### src/rtl/c15xx_pkg.sv
// Shared types and helpers for the 1541/1571 head tracker and its save queue.
package c15xx_pkg;

  localparam int HT_FIELD_W = 8;

  typedef enum logic [1:0] {STEP_NONE, STEP_IN, STEP_OUT} step_dir_e;

  typedef struct packed {
    logic [HT_FIELD_W-1:0] ht;
    logic                  side;
  } save_entry_t;

  function automatic int ht_width(input int ht_max);
    return (ht_max < 1) ? 1 : $clog2(ht_max + 1);
  endfunction

  // Quadrature: one phase forward is inward, one back is outward, two is ambiguous.
  function automatic step_dir_e step_dir(input logic [1:0] cur, input logic [1:0] prev);
    logic [1:0] d;
    d = cur - prev;
    case (d)
      2'd1:    return STEP_IN;
      2'd3:    return STEP_OUT;
      default: return STEP_NONE;
    endcase
  endfunction

endpackage

### src/rtl/c15xx_save_queue.sv
// Two-entry save request FIFO; ack pops the head, pushes into a full queue set a sticky overflow.
module c15xx_save_queue
  import c15xx_pkg::*;
(
  input  logic        clk32,
  input  logic        reset_n,
  input  logic        flush,
  input  logic        push,
  input  save_entry_t push_entry,
  input  logic        pop,
  output logic        req,
  output save_entry_t head,
  output logic        ovf
);

  logic [1:0]  cnt;
  save_entry_t e0, e1;
  logic        pop_ok;

  assign pop_ok = pop && (cnt != 2'd0);
  assign req    = (cnt != 2'd0);
  assign head   = e0;

  always_ff @(posedge clk32 or negedge reset_n) begin
    if (!reset_n) begin
      cnt <= 2'd0;
      e0  <= '0;
      e1  <= '0;
      ovf <= 1'b0;
    end else if (flush) begin
      cnt <= 2'd0;
    end else if (pop_ok && push) begin
      // Pop first, then the new entry lands behind whatever remains.
      if (cnt == 2'd1) begin
        e0 <= push_entry;
      end else begin
        e0 <= e1;
        e1 <= push_entry;
      end
    end else if (pop_ok) begin
      e0  <= e1;
      cnt <= cnt - 2'd1;
    end else if (push) begin
      if (cnt == 2'd2) begin
        ovf <= 1'b1;
      end else begin
        if (cnt == 2'd0) e0 <= push_entry;
        else             e1 <= push_entry;
        cnt <= cnt + 2'd1;
      end
    end
  end

endmodule

### src/rtl/c15xx_head_tracker.sv
// Head position, side and dirty-track tracking for 1541/1571, with queued track saves
// and write-protect sense including the disk-change glitch.
module c15xx_head_tracker
  import c15xx_pkg::*;
#(
  parameter int HT_MAX      = 83,
  parameter int HT_RESET    = 36,
  parameter int NUM_SIDES   = 1,
  parameter int CHG_TIMEOUT = 15000000,
  parameter int HT_W        = ht_width(HT_MAX)
) (
  input  logic            clk32,
  input  logic            reset_n,
  input  logic            mtr,
  input  logic [1:0]      stp,
  input  logic            side_sel,
  input  logic            buff_we,
  input  logic            disk_change,
  input  logic            disk_readonly,
  output logic [HT_W-1:0] half_track,
  output logic            side,
  output logic            tr00_sense_n,
  output logic            wps_n,
  output logic            dirty,
  output logic            save_req,
  output logic [HT_W-1:0] save_ht,
  output logic            save_side,
  input  logic            save_ack,
  output logic            save_ovf
);

  localparam int TO_W = (CHG_TIMEOUT < 1) ? 1 : $clog2(CHG_TIMEOUT + 1);

  logic [1:0]      stp_r;
  logic            mtr_r, dc_r, readonly;
  logic [TO_W-1:0] timeout;
  step_dir_e       dir;
  logic            side_ev, save_ev, dc_rise, push;
  save_entry_t     push_entry, head;

  assign dir     = mtr ? step_dir(stp, stp_r) : STEP_NONE;
  assign side_ev = (NUM_SIDES == 2) && mtr && (side_sel != side);
  // Clamped steps still count as save events.
  assign save_ev = (dir != STEP_NONE) || side_ev || (mtr_r && !mtr);
  assign dc_rise = disk_change && !dc_r;
  assign push    = save_ev && (dirty || buff_we) && !dc_rise;

  assign push_entry.ht   = HT_FIELD_W'(half_track);
  assign push_entry.side = side;
  assign save_ht         = HT_W'(head.ht);
  assign save_side       = head.side;
  assign tr00_sense_n    = |half_track;

  c15xx_save_queue u_queue (
    .clk32      (clk32),
    .reset_n    (reset_n),
    .flush      (dc_rise),
    .push       (push),
    .push_entry (push_entry),
    .pop        (save_ack),
    .req        (save_req),
    .head       (head),
    .ovf        (save_ovf)
  );

  always_ff @(posedge clk32 or negedge reset_n) begin
    if (!reset_n) begin
      stp_r      <= 2'd0;
      mtr_r      <= 1'b0;
      dc_r       <= 1'b0;
      half_track <= HT_W'(HT_RESET);
      side       <= 1'b0;
      dirty      <= 1'b0;
      readonly   <= 1'b0;
      timeout    <= '0;
      wps_n      <= 1'b1;
    end else begin
      stp_r <= stp;
      mtr_r <= mtr;
      dc_r  <= disk_change;
      wps_n <= ~readonly ^ (timeout != '0);

      if (dir == STEP_IN && half_track != HT_W'(HT_MAX)) half_track <= half_track + 1'b1;
      if (dir == STEP_OUT && half_track != '0)           half_track <= half_track - 1'b1;
      if (side_ev) side <= side_sel;

      if (dc_rise) begin
        readonly <= disk_readonly;
        timeout  <= TO_W'(CHG_TIMEOUT);
        dirty    <= 1'b0;
      end else begin
        if (timeout != '0) timeout <= timeout - 1'b1;
        // A save event consumes any dirtiness, including a same-cycle write.
        if (save_ev)      dirty <= 1'b0;
        else if (buff_we) dirty <= 1'b1;
      end
    end
  end

endmodule

### config.mk
export PLATFORM = sky130hd
export DESIGN_NAME = c15xx_head_tracker
export DESIGN_NICKNAME = d
export VERILOG_FILES = /design/src/rtl/c15xx_pkg.sv /design/src/rtl/c15xx_save_queue.sv /design/src/rtl/c15xx_head_tracker.sv
export SDC_FILE = /design/constraint.sdc
export NUM_CORES = 1
export LEC_CHECK = 0
export BUFFER_PORTS_ARGS = -buffer_cell sky130_fd_sc_hd__buf_2
export CAP_MARGIN = 20
export CORE_MARGIN = 2
export CORE_UTILIZATION = 45
export DETAILED_ROUTE_END_ITERATION = 8
export SYNTH_ARGS = -nofsm -noshare
export SYNTH_HDL_FRONTEND = slang
export SYNTH_SLANG_ARGS = --single-unit
### constraint.sdc
create_clock -name clk32 -period 3.9 [get_ports clk32]
set_clock_uncertainty 0.2 [all_clocks]
set_input_delay 0.195 -clock clk32 [delete_from_list [all_inputs] [get_ports clk32]]
set_output_delay 0.195 -clock clk32 [all_outputs]
set_load 0.005 [all_outputs]
* Yosys cells after proc, flatten, opt, wreduce, memory -nomap -nowiden *
Index checks and enable logic that the tools add are counted.

storage, ports and cells
  output and inout port bits = 21
  input bits = 10
  register bits after elaboration = 57
  word-level logic and storage cells = 95

operators by class
  multiplexer cells = 26
  bitwise gates (word level) = 5
  reduce and logical (&&, ||, !) cells = 30
  equality and inequality tests = 14
  add/subtract/negate cells = 6

operators by type and width
  kind                                                                      number
  8-bit two-way mux                                                         12
  24-bit two-way mux                                                        2
  24-bit nonzero test                                                       1
  24-bit by 1-bit subtractor with 24-bit output (second input constant)     1
  7-bit two-way mux                                                         2
  2-bit two-way mux                                                         6
  3-bit nonzero test                                                        4
  2-bit nonzero test                                                        5
  1-bit logical AND                                                         8
  7-bit by 1-bit adder with 7-bit output (second input constant)            1
  7-bit inequality test (second input constant)                             1
  7-bit nonzero test                                                        1
  7-bit OR reduction                                                        1
  7-bit by 1-bit subtractor with 7-bit output (second input constant)       1
  2-bit by 1-bit == test with 1-bit output (second input constant)          3
  2-bit == test (second input constant)                                     3
  2-bit inequality test (second input constant)                             3
  6-bit AND reduction                                                       1
  5-bit AND reduction                                                       1
  2-bit by 1-bit inequality test with 1-bit output (second input constant)  2
  1-bit inverter                                                            4
  2-bit case mux with 2 select lines                                        1
  4-bit AND reduction                                                       1
  1-bit zero test                                                           3
  other kinds (10)                                                          13

* Logic depth before layout (Yosys ltp) *
  word-level depth = 12
  gate-level depth with buffers = 14
  mapped depth without buffers = 14

* Hierarchy *
From an unflattened synthesis, not the netlist that was laid out.

second synthesis, totals
  cells, all modules = 289
  area total of the unflattened synthesis = 3046.7 µm²

by module, submodules not included
  module              area an instance (µm²)  instances  cells an instance  seq. area each (µm²)
  c15xx_head_tracker  2038.2                  1          205                954.7
  c15xx_save_queue    1008.5                  1          84                 525.5

* Worst setup path before layout *
No wires, ideal clock.

  path type = reg2reg
  from = register stp_r[0]
  to = register half_track[6]
  cell stages (with the launch flop) = 14
  arrival time = 2418 ps
  library setup time = 126 ps
  period minus slack after synthesis = 2744 ps
  required time = 3574 ps
  buffers on the path = 0
  setup slack = 1156 ps
  cell sequence = dfrtp_1 > ha_1 > xor2_1 > xnor2_2 > nor2_1 > nand2_1 > inv_1 > ha_1 > nor2b_1 > o31a_1 > o22ai_1 > xor2_1 > nand2_1 > xnor2_1

on the way
  word-level cells in the longest chain between the ends = 7
  elaborated cells on any way between the ends = 11
  classes of those cells = add/sub: 1; eq/ne: 4; mux: 3; reduce/logical: 3

ends and longest elaborated chain
  element                                                                    RTL line                                            RTL
  start: declaration                                                         c15xx_head_tracker.sv:34                            logic [1:0] stp_r;
  start signal: assignment                                                   c15xx_head_tracker.sv:78                            stp_r <= stp;
  2-bit subtractor (*)                                                       c15xx_pkg.sv:20                                     d = cur - prev;
  2-bit == test or 2-bit by 1-bit == test with 1-bit output (tied branches)  c15xx_pkg.sv:21                                     case (d)
  2-bit case mux with 2 select lines (*)                                     c15xx_pkg.sv:21
  2-bit two-way mux (*)                                                      c15xx_head_tracker.sv:41                            assign dir = mtr ? step_dir(stp, stp_r) : STEP_NONE;
  2-bit == test or 2-bit by 1-bit == test with 1-bit output (tied branches)  c15xx_head_tracker.sv:84, c15xx_head_tracker.sv:83
  1-bit logical AND (on tied branches)                                       c15xx_head_tracker.sv:84, c15xx_head_tracker.sv:83
  7-bit two-way mux or 2-bit nonzero test (tied branches)                    -
  end signal: assignment                                                     c15xx_head_tracker.sv:71                            half_track <= HT_W'(HT_RESET);
  end signal: assignment                                                     c15xx_head_tracker.sv:83                            if (dir == STEP_IN && half_track != HT_W'(HT_MAX)) half_track <= half_track + 1'b1;
  end signal: assignment                                                     c15xx_head_tracker.sv:84                            if (dir == STEP_OUT && half_track != '0) half_track <= half_track - 1'b1;
  end: declaration                                                           c15xx_head_tracker.sv:20                            output logic [HT_W-1:0] half_track,

Every way passes the cells marked *; elsewhere a longest branch is shown, timed or not.
A chain may end at the register's enable or synchronous reset.

* Worst setup path after layout *
  from = input port stp[0]
  to = register half_track[6]

on the way
  word-level cells in the longest chain between the ends = 7
  elaborated cells on any way between the ends = 11
  classes of those cells = add/sub: 1; eq/ne: 4; mux: 3; reduce/logical: 3

ends and longest elaborated chain
  element                                                                    RTL line                                            RTL
  start: declaration                                                         c15xx_head_tracker.sv:15                            input logic [1:0] stp,
  2-bit subtractor (*)                                                       c15xx_pkg.sv:20
  2-bit == test or 2-bit by 1-bit == test with 1-bit output (tied branches)  c15xx_pkg.sv:21
  2-bit case mux with 2 select lines (*)                                     c15xx_pkg.sv:21
  2-bit two-way mux (*)                                                      c15xx_head_tracker.sv:41
  2-bit == test or 2-bit by 1-bit == test with 1-bit output (tied branches)  c15xx_head_tracker.sv:84, c15xx_head_tracker.sv:83
  1-bit logical AND (on tied branches)                                       c15xx_head_tracker.sv:84, c15xx_head_tracker.sv:83
  7-bit two-way mux or 2-bit nonzero test (tied branches)                    -

Marks and branches as above.

==> metrics.txt <==
outcome=finished, final reports clean; Distinct cells, synth=59; Die Wd=85.1 um; total negative slack=0 ns; drt initial violations=96; vias in the first global route=2031; total grt overflow=0; post-DP HPWL=3.77 mm; Worst setup SP type=input pin; Yosys reg bits=55; number of max-cap violations=0; Resize count post-CTS=0; fin crit period=3.15 ns; RSZ-0062 raised after global routing=no; Worst-Skew Late Latency=0.30 ns; layout cell share with drive strength beyond 1=0.199; Port Buffer Count=27; commonest non-fill, non-tap cell in the layout=dfrtp_1; Antenna diodes=0; initial antenna violation count=0; RD Place Congestion=0.757; Max-Slew Margin vs Limit=0.516; arrival time worst endpoint=3.14 ns; post-synthesis cell area=2960 um^2; vias per cell=5.13; VDD IR-drop max=338 uV; leakage=1.45 nW; Fill cells=578; Synth warnings=0; Mapped Avg Cell Area=10.6 um^2; Starting Density=0.466; Async SR Flop Fraction=1.00; TritonCTS clock tree=built; final wirelength=5.21 mm; Final setup viols=0; # clock sinks=55; Tcrit/Tclk final=0.808; Crit Path Class=in -> reg; worst-margin pin slew=0.725 ns; Post CTS Setup Buffer Count=0; Die Footprint=7240 um^2; Top Ports=31; core area=6350 um^2; post-synthesis sequential area ratio=0.467; Hold WC Path Type=in -> reg; Die H=85.1 um; Slew Limit Fails=0; final setup margin=0.751 ns; WL/cell=13.2 um; crit path max fanout=5; commonest cells after routing, fill and taps aside=dfrtp_1, nand2_1, nor2_1; DP Worst Slack=0.954 ns; row count=29; fmax=318 MHz; via count=2017; Clock Root Buffer=clkbuf_8; Post-Syn Instances=279; final hold slack=0.0155 ns; DRC errors left=0; Tot GR Track Use=0.161; DRT Pass-1 Iters=4; Post-synth EDFFs=0; area delta synth->final=11.8%; P per Cell Area=584 nW/um^2; ys flop type=dfrtp_1; cts bufs inserted=5; Worst setup EP type=flop; largest net degree at the start of global routing=31; Critical Path RT=3.89 ns; DRT antenna net count=0; final hold violation count=0; CTS clock-pin slew for the worst setup and hold paths=0.09 ns; nets@finish=337; global-route wire length before repair=9.57 mm; H-tree depth=2; buffer depth of the longest clock path=2
[cell usage after synthesis (2+ instances only)]
library cell | n | area (um^2)
a21oi_1 | 9 | 45.0
o21ai_0 | 3 | 15.0
o31a_1 | 2 | 17.5
nand4_1 | 2 | 12.5
or3_1 | 3 | 18.8
nor3_4 | 2 | 32.5
nand3_1 | 3 | 15.0
nand2_1 | 38 | 143
xnor2_1 | 20 | 175
ha_1 | 11 | 138
dfstp_2 | 3 | 78.8
nand2b_1 | 2 | 12.5
nor2b_1 | 3 | 18.8
buf_2 | 2 | 10.0
inv_1 | 12 | 45.0
o21ai_1 | 10 | 50.1
clkbuf_1 | 2 | 7.51
mux2_4 | 2 | 30.0
xor2_1 | 8 | 70.1
nor2_1 | 28 | 105
mux2i_1 | 10 | 100
mux2_2 | 3 | 33.8
nor4_1 | 4 | 25.0
dfrtp_1 | 52 | 1300
nor4_4 | 2 | 42.5
mux2_1 | 2 | 22.5
buf_4 | 2 | 15.0
nor3_1 | 8 | 40.0
[metal layers]
metal  share of wire  wire (um)  GRT usage  vias to the layer above
met1            0.52       2720      0.235                      955
met5               0          0          0                        -
li1                -          -          -                     1025
met3           0.036        188     0.0302                        5
met2            0.43       2250      0.251                       32
met4           0.010         54     0.0390                        0
[through the flow]
step                 util  area [um^2]  instances  power [mW]
global route        0.521         3310        393        2.11
CTS                 0.521         3310        393        1.95
finish              0.521         3310        393        1.93
detailed placement  0.498         3160        379        1.64
global placement    0.498         3160        379        1.64
floorplan               -         2960        280        1.43
[sequential cells by signal (all words and copies together), names as in the netlist, 2 cells and up]
signal	cells
u_queue.cnt	2
timeout	24
u_queue.head	7
stp_r	2
half_track	7
u_queue.e1	7
[kinds of logic after synthesis]
logic type	count (synthesis)	synth area share
and+or+nand+nor	108	0.196
xor gates and xnor gates	29	0.0884
other	1	0.00127
AOI/OAI and AO/OA	38	0.102
adders and majority gates	12	0.0533
muxes	17	0.0630
DFF	55	0.467
buffers and inverters	19	0.0300
[worst max-delay path, cell delays in order]
cell and delay [ns]:
dlygate4sd3_1 0.52, buf_2 0.10, inv_1 0.04, ha_1 0.19
xor2_1 0.16, xnor2_2 0.29, nor2_1 0.08, nand2_1 0.10
inv_1 0.11, ha_1 0.33, nor2b_1 0.16, o31a_1 0.25
o22ai_1 0.21, xor2_1 0.16, nand2_1 0.08, xnor2_1 0.15
[timing repair]
action	CTS	global route
setup endpoints to repair	0	0
hold buffers	6	0
hold endpoints to repair	32	0
[layout make-up]
class	count	area, um^2	area share
multi-input combinational	206	1490	0.452
tap	77	96.3	0.0291
clock buffer	7	76.3	0.0231
sequential	55	1380	0.417
clock inverter	1	5.00	0.00151
inverter	12	45.0	0.0136
timing repair buffer	35	210	0.0636
[final timing paths]
kind                                 startpoint                   endpoint  slack (ns)  cells past startpoint
setup reg to reg             stp_r[0]$_DFF_PN0_  half_track[6]$_DFFE_PN0P_        0.94                     13
max in group asynchronous               reset_n  half_track[2]$_DFFE_PN1P_        2.40                      3
hold / removal                         save_ack    u_queue.ovf$_DFFE_PN0P_        0.02                      3
setup / recovery                         stp[0]  half_track[6]$_DFFE_PN0P_        0.75                     16
hold reg to reg            readonly$_DFFE_PN0P_            wps_n$_DFF_PN1_        0.23                      1
min in group asynchronous               reset_n    timeout[10]$_DFFE_PN0P_        0.26                      2
[where the power goes]
group          leakage (nW)  switching (mW)  internal, mW
combinational         0.762           0.386         0.362
clock                0.0422           0.176         0.127
sequential            0.648           0.145         0.733
total                  1.45           0.707          1.22
Note: power is estimated with default switching activity, not from simulation.
